**src/rtl/axis_fir_mac_mc.sv**
```systemverilog
// Multi-channel AXI-Stream FIR filter with one shared, time-multiplexed MAC.
// Each channel owns a NUM_TAPS-deep circular delay line stored in a single RAM
// addressed as {channel, tap index}. Coefficients are runtime-writable
// fixed-point values shared by all channels. Results are rounded and saturated.
// Optional feature macro: FIR_BYPASS_EN adds a 'bypass' input that skips the
// MAC and forwards the raw sample while still updating the delay line.
module axis_fir_mac_mc #(
  parameter int DATA_WIDTH   = 24,
  parameter int COEF_WIDTH   = 18,
  parameter int COEF_FRAC    = 16,
  parameter int NUM_TAPS     = 32,
  parameter int NUM_CHANNELS = 2,
  parameter int ACC_WIDTH    = DATA_WIDTH + COEF_WIDTH + $clog2(NUM_TAPS)
) (
  input  logic                        axis_clk,
  input  logic                        axis_resetn,
  input  logic [DATA_WIDTH-1:0]       s_axis_tdata,
  input  logic                        s_axis_tvalid,
  output logic                        s_axis_tready,
  input  logic                        s_axis_tlast,
`ifdef FIR_BYPASS_EN
  input  logic                        bypass,
`endif
  output logic [DATA_WIDTH-1:0]       m_axis_tdata,
  output logic                        m_axis_tvalid,
  input  logic                        m_axis_tready,
  output logic                        m_axis_tlast,
  input  logic                        coef_wr_en,
  input  logic [$clog2(NUM_TAPS)-1:0] coef_wr_addr,
  input  logic [COEF_WIDTH-1:0]       coef_wr_data,
  output logic                        coef_wr_ready
);

  localparam int TAP_W  = $clog2(NUM_TAPS);
  localparam int CH_W   = (NUM_CHANNELS > 1) ? $clog2(NUM_CHANNELS) : 1;
  localparam int MEM_W  = CH_W + TAP_W;
  localparam int DEPTH  = NUM_CHANNELS * NUM_TAPS;
  localparam int PROD_W = DATA_WIDTH + COEF_WIDTH;
  localparam int RND_W  = ACC_WIDTH + 1;

  localparam logic [MEM_W-1:0] CLR_LAST = MEM_W'(DEPTH - 1);
  localparam logic [CH_W-1:0]  CH_LAST  = CH_W'(NUM_CHANNELS - 1);
  localparam logic [TAP_W-1:0] TAP_LAST = TAP_W'(NUM_TAPS - 1);

  localparam logic signed [COEF_WIDTH-1:0] COEF_ONE = COEF_WIDTH'(64'sd1 <<< COEF_FRAC);
  localparam logic signed [RND_W-1:0] HALF_LSB = RND_W'(64'sd1 <<< (COEF_FRAC - 1));
  localparam logic signed [RND_W-1:0] SAT_MAX  = RND_W'((64'sd1 <<< (DATA_WIDTH - 1)) - 64'sd1);
  localparam logic signed [RND_W-1:0] SAT_MIN  = RND_W'(-(64'sd1 <<< (DATA_WIDTH - 1)));

  typedef enum logic [2:0] {
    ST_CLEAR,
    ST_IDLE,
    ST_MAC,
    ST_ROUND,
    ST_OUT
  } state_t;

  state_t                       state_q, state_d;
  logic [MEM_W-1:0]             clr_q;
  logic [TAP_W-1:0]             tap_q;
  logic [CH_W-1:0]              ch_q;
  logic [TAP_W-1:0]             wp_q [NUM_CHANNELS];
  logic                         last_q;
  logic signed [ACC_WIDTH-1:0]  acc_q;
  logic signed [COEF_WIDTH-1:0] coef_q [NUM_TAPS];
  logic signed [DATA_WIDTH-1:0] dline_q [DEPTH];
  logic [DATA_WIDTH-1:0]        tdata_q;

  logic                         in_fire;
  logic                         out_fire;
  logic                         coef_fire;
  logic                         take_bypass;
  logic [TAP_W-1:0]             rd_idx;
  logic signed [DATA_WIDTH-1:0] x_rd;
  logic signed [PROD_W-1:0]     prod;
  logic signed [ACC_WIDTH-1:0]  prod_ext;
  logic signed [RND_W-1:0]      rnd;
  logic signed [RND_W-1:0]      shr;
  logic [DATA_WIDTH-1:0]        sat_y;

`ifdef FIR_BYPASS_EN
  logic                         bypass_q;
  logic [DATA_WIDTH-1:0]        sample_q;
  assign take_bypass = bypass;
`else
  assign take_bypass = 1'b0;
`endif

  assign in_fire   = s_axis_tvalid & s_axis_tready;
  assign out_fire  = m_axis_tvalid & m_axis_tready;
  assign coef_fire = coef_wr_en & coef_wr_ready;

  // Tap k of the current channel reads the sample written k beats ago.
  assign rd_idx   = wp_q[ch_q] - tap_q;
  assign x_rd     = dline_q[{ch_q, rd_idx}];
  assign prod     = coef_q[tap_q] * x_rd;
  assign prod_ext = {{(ACC_WIDTH - PROD_W){prod[PROD_W-1]}}, prod};

  assign m_axis_tdata = tdata_q;
  assign m_axis_tlast = last_q;

  // Round half-up at the coefficient binary point, then clamp to the sample range.
  always_comb begin
    rnd   = $signed({acc_q[ACC_WIDTH-1], acc_q}) + HALF_LSB;
    shr   = rnd >>> COEF_FRAC;
    sat_y = shr[DATA_WIDTH-1:0];
    if (shr > SAT_MAX) begin
      sat_y = {1'b0, {(DATA_WIDTH-1){1'b1}}};
    end else if (shr < SAT_MIN) begin
      sat_y = {1'b1, {(DATA_WIDTH-1){1'b0}}};
    end
  end

  // State register; reset always restarts with a full delay-line clear.
  always_ff @(posedge axis_clk or negedge axis_resetn) begin
    if (!axis_resetn) begin
      state_q <= ST_CLEAR;
    end else begin
      state_q <= state_d;
    end
  end

  // Next-state logic: clear, wait for a beat, run all taps, round, hand off.
  always_comb begin
    state_d = state_q;
    case (state_q)
      ST_CLEAR: if (clr_q == CLR_LAST) state_d = ST_IDLE;
      ST_IDLE:  if (in_fire) state_d = take_bypass ? ST_ROUND : ST_MAC;
      ST_MAC:   if (tap_q == TAP_LAST) state_d = ST_ROUND;
      ST_ROUND: state_d = ST_OUT;
      ST_OUT:   if (m_axis_tready) state_d = ST_IDLE;
      default:  state_d = ST_CLEAR;
    endcase
  end

  // Handshake outputs are pure functions of the state.
  always_comb begin
    s_axis_tready = 1'b0;
    coef_wr_ready = 1'b0;
    m_axis_tvalid = 1'b0;
    case (state_q)
      ST_IDLE: begin
        s_axis_tready = 1'b1;
        coef_wr_ready = 1'b1;
      end
      ST_OUT:  m_axis_tvalid = 1'b1;
      default: ;
    endcase
  end

  // Datapath registers: clear counter, coefficients, accumulator, pointers, result.
  always_ff @(posedge axis_clk or negedge axis_resetn) begin
    if (!axis_resetn) begin
      clr_q   <= '0;
      tap_q   <= '0;
      ch_q    <= '0;
      last_q  <= 1'b0;
      acc_q   <= '0;
      tdata_q <= '0;
      for (int i = 0; i < NUM_CHANNELS; i++) wp_q[i] <= '0;
      for (int i = 0; i < NUM_TAPS; i++) coef_q[i] <= (i == 0) ? COEF_ONE : '0;
`ifdef FIR_BYPASS_EN
      bypass_q <= 1'b0;
      sample_q <= '0;
`endif
    end else begin
      if (coef_fire) begin
        coef_q[coef_wr_addr] <= coef_wr_data;
      end
      case (state_q)
        ST_CLEAR: clr_q <= clr_q + 1'b1;
        ST_IDLE: begin
          if (in_fire) begin
            last_q <= s_axis_tlast;
            acc_q  <= '0;
            tap_q  <= '0;
`ifdef FIR_BYPASS_EN
            bypass_q <= bypass;
            sample_q <= s_axis_tdata;
`endif
          end
        end
        ST_MAC: begin
          acc_q <= acc_q + prod_ext;
          tap_q <= tap_q + 1'b1;
        end
        ST_ROUND: begin
`ifdef FIR_BYPASS_EN
          tdata_q <= bypass_q ? sample_q : sat_y;
`else
          tdata_q <= sat_y;
`endif
        end
        ST_OUT: begin
          if (out_fire) begin
            wp_q[ch_q] <= wp_q[ch_q] + 1'b1;
            ch_q       <= (last_q || ch_q == CH_LAST) ? '0 : ch_q + 1'b1;
          end
        end
        default: ;
      endcase
    end
  end

  // Delay-line RAM: zeroed word by word in CLEAR, written by each accepted beat.
  always_ff @(posedge axis_clk) begin
    if (state_q == ST_CLEAR) begin
      dline_q[clr_q] <= '0;
    end else if (in_fire) begin
      dline_q[{ch_q, wp_q[ch_q]}] <= s_axis_tdata;
    end
  end

endmodule

```
**config.mk**
```make
export PLATFORM = sky130hd
export DESIGN_NAME = axis_fir_mac_mc
export DESIGN_NICKNAME = d
export VERILOG_FILES = /design/src/rtl/axis_fir_mac_mc.sv
export SDC_FILE = /design/constraint.sdc
export NUM_CORES = 2
export LEC_CHECK = 0
export CAP_MARGIN = 20
export CORE_MARGIN = 2
export CORE_UTILIZATION = 68
export CTS_BUF_LIST = sky130_fd_sc_hd__clkbuf_4 sky130_fd_sc_hd__clkbuf_8
export DETAILED_ROUTE_END_ITERATION = 8
export PLACE_DENSITY = 0.88
export RECOVER_POWER = 25
export SYNTH_ARGS = -nofsm -noshare
export SYNTH_HDL_FRONTEND = slang
export SYNTH_SLANG_ARGS = --single-unit
export TNS_END_PERCENT = 20
```
**constraint.sdc**
```tcl
create_clock -name axis_clk -period 15.15 [get_ports axis_clk]
set_input_delay 2.2725 -clock axis_clk [delete_from_list [all_inputs] [get_ports axis_clk]]
set_output_delay 2.2725 -clock axis_clk [all_outputs]
set_load 0.02 [all_outputs]
```
After elaboration in Yosys (flattened, before gate mapping)
Memory sizes are Yosys's and may differ from the RTL's.
Cells that the tools add are included.
- memories kept: 1
- output and inout bits: 28
- logic and storage cells: 117
- input port bits: 53
- register bits: 673
- memory bits (writable): 1536
- add/sub/neg operators: 7
- $mul: 1
- reduce and logical (&&, ||, !) cells: 10
- order comparisons: 7
- mux-type cells: 34
- eq/ne operators: 10
- bitwise gates (word level): 6
- memories (memory ; words ; bits a word ; rd ports ; clocked after Yosys merged registers in ; write ports ; line ; text):
    dline_q ; 64 ; 24 ; 1 ; 0 ; 1 ; 66 ; logic signed [DATA_WIDTH-1:0] dline_q [DEPTH];
- operators by type and width (operator ; count):
    bitwise mux 576 bit ; 1
    case mux 47 bit (2 select lines) ; 1
    binary-select mux 18 bit (select 5 bit) ; 1
    demux 18 bit (select 5 bit) ; 1
    2-to-1 mux 24 bit ; 3
    2-to-1 mux 18 bit ; 3
    adder 47 x 17 -> 48 bit (second input constant) ; 1
    adder 47 x 42 -> 47 bit ; 1
    2-to-1 mux 47 bit ; 1
    multiplier 18 x 24 -> 42 bit ; 1
    greater-than comparator 32 x 24 -> 1 bit (second input constant) ; 1
    less-than comparator 32 x 24 -> 1 bit (second input constant) ; 1
    2-to-1 mux 5 bit ; 5
    OR reduction 24 bit ; 1
    case mux 3 bit (5 select lines) ; 1
    >= comparator 6 bit (second input constant) ; 2
    2-to-1 mux 3 bit ; 4
    inverter 5 -> 6 bit ; 2
    adder 5 x 1 -> 5 bit (second input constant) ; 2
    bitwise mux 10 bit ; 1
    case mux 5 bit (2 select lines) ; 1
    2-to-1 mux 1 bit ; 9
    != test 2 bit (second input constant) ; 4
    adder 6 x 1 -> 6 bit (second input constant) ; 1
    other kinds (20) ; 26

Logic depth before layout (Yosys ltp)
An unclocked memory read counts as a cell.
- depth in word-level cells: 9
- depth in mapped cells: 40
- gate-level depth less buffers: 35

Least setup slack after synthesis
Ideal clock, no wire load.
- path kind: register -> register
- from: register ch_q
- to: register acc_q[42]
- setup slack: 5.042 ns
- library setup time: 0.138 ns
- arrival time: 9.970 ns
- buffers on the path: 5
- required time: 15.012 ns
- cell stages (with the launch flop): 33
- path through: dfrtp_1 -> buf_1 -> mux2i_1 -> ha_1 -> fa_1 -> clkbuf_1 -> buf_2 -> mux4_2 -> mux4_2 -> mux4_2 -> buf_2 -> nand2_1 -> inv_1 -> fa_1 -> fa_1 -> inv_1 -> fa_1 -> inv_1 -> fa_1 -> fa_1 -> inv_1 -> fa_1 -> inv_1 -> ha_1 -> ha_1 -> clkbuf_1 -> nand4_1 -> or4_1 -> nor3_1 -> nor2_1 -> o21ai_0 -> xnor2_1 -> o22ai_1
- word-level cells in the longest chain between the ends: 9
- ends and longest elaborated chain (what ; line ; text):
    start: declaration ; 61 ; logic [CH_W-1:0] ch_q;
    start signal: assignment ; 197 ; ch_q <= (last_q || ch_q == CH_LAST) ? '0 : ch_q + 1'b1;
    inverter 1 -> 2 bit (not written as such) ; 94 ; assign rd_idx = wp_q[ch_q] - tap_q;
    2-to-1 mux 5 bit (not written as such) (3 in a row) ; 94 ;
    subtractor 5 bit ; 94 ;
    memory read (64 x 24 bit) * ; - ;
    multiplier 18 x 24 -> 42 bit * ; 96 ; assign prod = coef_q[tap_q] * x_rd;
    adder 47 x 42 -> 47 bit * ; 184 ; acc_q <= acc_q + prod_ext;
    case mux 47 bit (2 select lines) * ; 170 ; case (state_q)
    end signal: assignment ; 184 ;
    end: declaration ; 64 ; logic signed [ACC_WIDTH-1:0] acc_q;
Every way passes the cells marked *; elsewhere a longest branch is shown, timed or not. The select of a mux whose other input is x is not followed.
A chain may end at the register's enable or synchronous reset.

Final worst setup path
- from: register ch_q
- to: register acc_q[36]
The elaborated chain is that of the path after synthesis.

==> impl_metrics.env <==
export IMPL_crit_path_top_delay_cell="fa_4"
export IMPL_synth_most_common_cell="edfxtp_1"
export IMPL_cts_tree="done"
export IMPL_grt_pass1_vias=63300
export IMPL_cts_made_buffers=357
export IMPL_maxCapViolCount=27
export IMPL_muxShareOfSynthArea=0.208
export IMPL_synthFlopType="edfxtp_1"
export IMPL_worstHoldStart="m_axis_tdata[23]$_DFFE_PN0P_"
export IMPL_post_cts_setup_buffers=0
export IMPL_finalWirelength_um=287000
export IMPL_ant_nets=0
export IMPL_hp_class="reg2reg"
export IMPL_syn_avg_cell_area_um2=17.0
export IMPL_synth_top_family_by_area="multiplexers"
export IMPL_layout_drive_gt1_share=0.307
export IMPL_clk_pin_slew_ps=70
export IMPL_drtIter0Drc=8529
export IMPL_tightest_slew_ps=6540
export IMPL_clk_latency_ps=1080
export IMPL_numPortBuffers=80
export IMPL_crit_required_ps=15980
export IMPL_fp_dieH_um=401
export IMPL_reg2regPathDepth=29
export IMPL_period_needed_ps=12640
export IMPL_tns_ps=0
export IMPL_cts_buffer_depth=4
export IMPL_synth_warnings=0
export IMPL_dieArea_um2=161000
export IMPL_overflow=0
export IMPL_rows=145
export IMPL_area_delta_synth_final_pct=9.88
export IMPL_syn_nets=6975
export IMPL_crit_path_frequent_cell="fa_1"
export IMPL_grt_max_degree=195
export IMPL_whs_path_depth=2
export IMPL_wire_per_inst_um=32.4
export IMPL_crit_path_start_kind="flop"
export IMPL_drc=0
export IMPL_synth_area_um2=107000
export IMPL_ys_top_cells_by_area="edfxtp_1, dfrtp_1, mux4_2"
export IMPL_ctsHoldBuffers=0
export IMPL_post_route_period_util=0.835
export IMPL_worst_setup_path_end_kind="flop"
export IMPL_vias=60100
export IMPL_r2r_start="ch_q$_DFFE_PN0P_"
export IMPL_maxSlewHeadroom=-3.36
export IMPL_avgViaCountPerCell=6.79
export IMPL_outcome="finished with violations"
export IMPL_yosysTopAreaCell="edfxtp_1"
export IMPL_h_tree_depth=5
export IMPL_critPathMaxStageDelay_ps=1420
export IMPL_holdPathEnd="m_axis_tdata[23]$_DFFE_PN0P_"
export IMPL_dr_pass1_iters=9
export IMPL_cts_sinks=2209
export IMPL_initial_utilization=0.685
export IMPL_grt_pass1_wl_um=413000
export IMPL_arrival_ps=13470
export IMPL_finalNetCount=7229
export IMPL_ys_ff_latch=2209
export IMPL_ys_top_cells_by_count="edfxtp_1, mux4_2, dfrtp_1"
export IMPL_crit_path_max_fanout=58
export IMPL_netlist_area_leader_share=0.430
export IMPL_synth_compound_area_frac=0.0152
export IMPL_reg2reg_slack_ps=2510
export IMPL_fmax_mhz=79.1
export IMPL_violations="max-capacitance violations, max-slew violations"
export IMPL_die_w_um=401
export IMPL_synthArstFlopShare=0.305
export IMPL_layout_setup_ws_ps=2510
export IMPL_setup_viol=0
export IMPL_track_usage=0.355
export IMPL_cts_root_buf="clkbuf_8"
export IMPL_synthAdderAreaFrac=0.109
export IMPL_fin_skew_ps=129
export IMPL_synthCells=6287
export IMPL_synth_cell_type_count=69
export IMPL_cts_resized=0
export IMPL_synth_xor_area_frac=0.00661
export IMPL_r2r_end="acc_q[36]$_DFFE_PN0P_"
export IMPL_antenna_found_initial=22
export IMPL_hold_violations=0
export IMPL_globalplace_congestion=0.908
export IMPL_synthSimpleGateAreaFrac=0.0392
export IMPL_slew_viol_final=1020
export IMPL_crit_type="reg2reg"
export IMPL_coreArea_um2=156000
export IMPL_synth_edff_count=1536
export IMPL_io_pins=81
export IMPL_dpl_worst_slack_ps=2810
export IMPL_rsz0062_at_grt="false"
export IMPL_hpwlAfterDp_um=169000
export IMPL_yosysSeqAreaShare=0.587
-- placed cells by master, fill, tap and decap left out, types with 118 or more instances in the layout --
cell / Yosys / final
ha_1: 143 / 142
mux4_2: 681 / 681
dfrtp_1: 672 / 668
edfxtp_1: 1536 / 1536
nor2_1: 189 / 118
mux2_2: 592 / 583
inv_1: 586 / 585
nor2b_1: 166 / 162
nand2_1: 276 / 276
fa_1: 492 / 491
clkbuf_8: 0 / 394
-- logic make-up (layout without fill, tap and decap cells) --
family | count (synthesis) | count (layout)
AOI/OAI and AO/OA | 260 | 260
buffers and inverters | 942 | 1439
other | 0 | 9
muxes | 1297 | 1297
DFF | 2209 | 2209
adders and majority gates | 635 | 635
xor gates and xnor gates | 80 | 80
and+or+nand+nor | 864 | 864
-- state kept, by name (all words and copies together) (netlist names), 3 cells and up --
signal / flops
coef_q: 576
tap_q: 5
dline_q: 1536
state_q: 3
clr_q: 6
acc_q: 47
m_axis_tdata: 24
wp_q: 10
-- layer usage --
metal,vias to the layer above,GRT usage,routed length [um]
li1,23700,-,-
met1,31000,0.454,95000
met2,4399,0.577,142000
met3,994,0.0778,30800
met4,18,0.193,18700
met5,-,0,121
-- worst max-delay path by stage --
stage | from | slack [ps] | depth (start not counted) | endpoint
2_1_floorplan | ch_q$_DFFE_PN0P_ | 5040 | 32 | acc_q[42]$_DFFE_PN0P_
3_5_place_dp | ch_q$_DFFE_PN0P_ | 2810 | 29 | acc_q[36]$_DFFE_PN0P_
6_report | ch_q$_DFFE_PN0P_ | 2510 | 29 | acc_q[36]$_DFFE_PN0P_
5_1_grt | ch_q$_DFFE_PN0P_ | 2180 | 29 | acc_q[36]$_DFFE_PN0P_
3_3_place_gp | ch_q$_DFFE_PN0P_ | 3150 | 29 | acc_q[27]$_DFFE_PN0P_
4_1_cts | ch_q$_DFFE_PN0P_ | 2810 | 29 | acc_q[36]$_DFFE_PN0P_
-- per-stage QoR --
step / cell area (um2) / std cells / hold slack [ps] / utilization
2_1_floorplan: 107000 / 6287 / 441 / -
3_3_place_gp: 110000 / 8211 / 458 / 0.707
3_5_place_dp: 111000 / 8212 / 461 / 0.707
4_1_cts: 117000 / 8814 / 478 / 0.751
5_1_grt: 118000 / 8849 / 487 / 0.753
6_report: 118000 / 8851 / 481 / 0.753
-- cell type report --
class                      count  area, um2
antenna                        9       22.5
clock buffer                 498       6200
clock inverter               104        676
fill                        8253      38600
inverter                     586       2200
multi-input combinational   3136      40700
sequential                  2209      63000
tap                         2058       2570
timing repair buffer         251       2400
-- critical path, delay by kind of cell (launching register included) --
kind                     cells  cell delay [ps]
buffers and inverters        5             2150
AO/OA/AOI/OAI                5             1600
flip-flops                   1              340
AND/OR/NAND/NOR              4              860
multiplexers                 4             1930
adder cells (fa/ha/maj)     10             5310
XOR/XNOR                     1              190
Power is left out: the tool's default activity adds up to more than one toggle a clock period on the data nets, which glitch-free logic cannot reach.
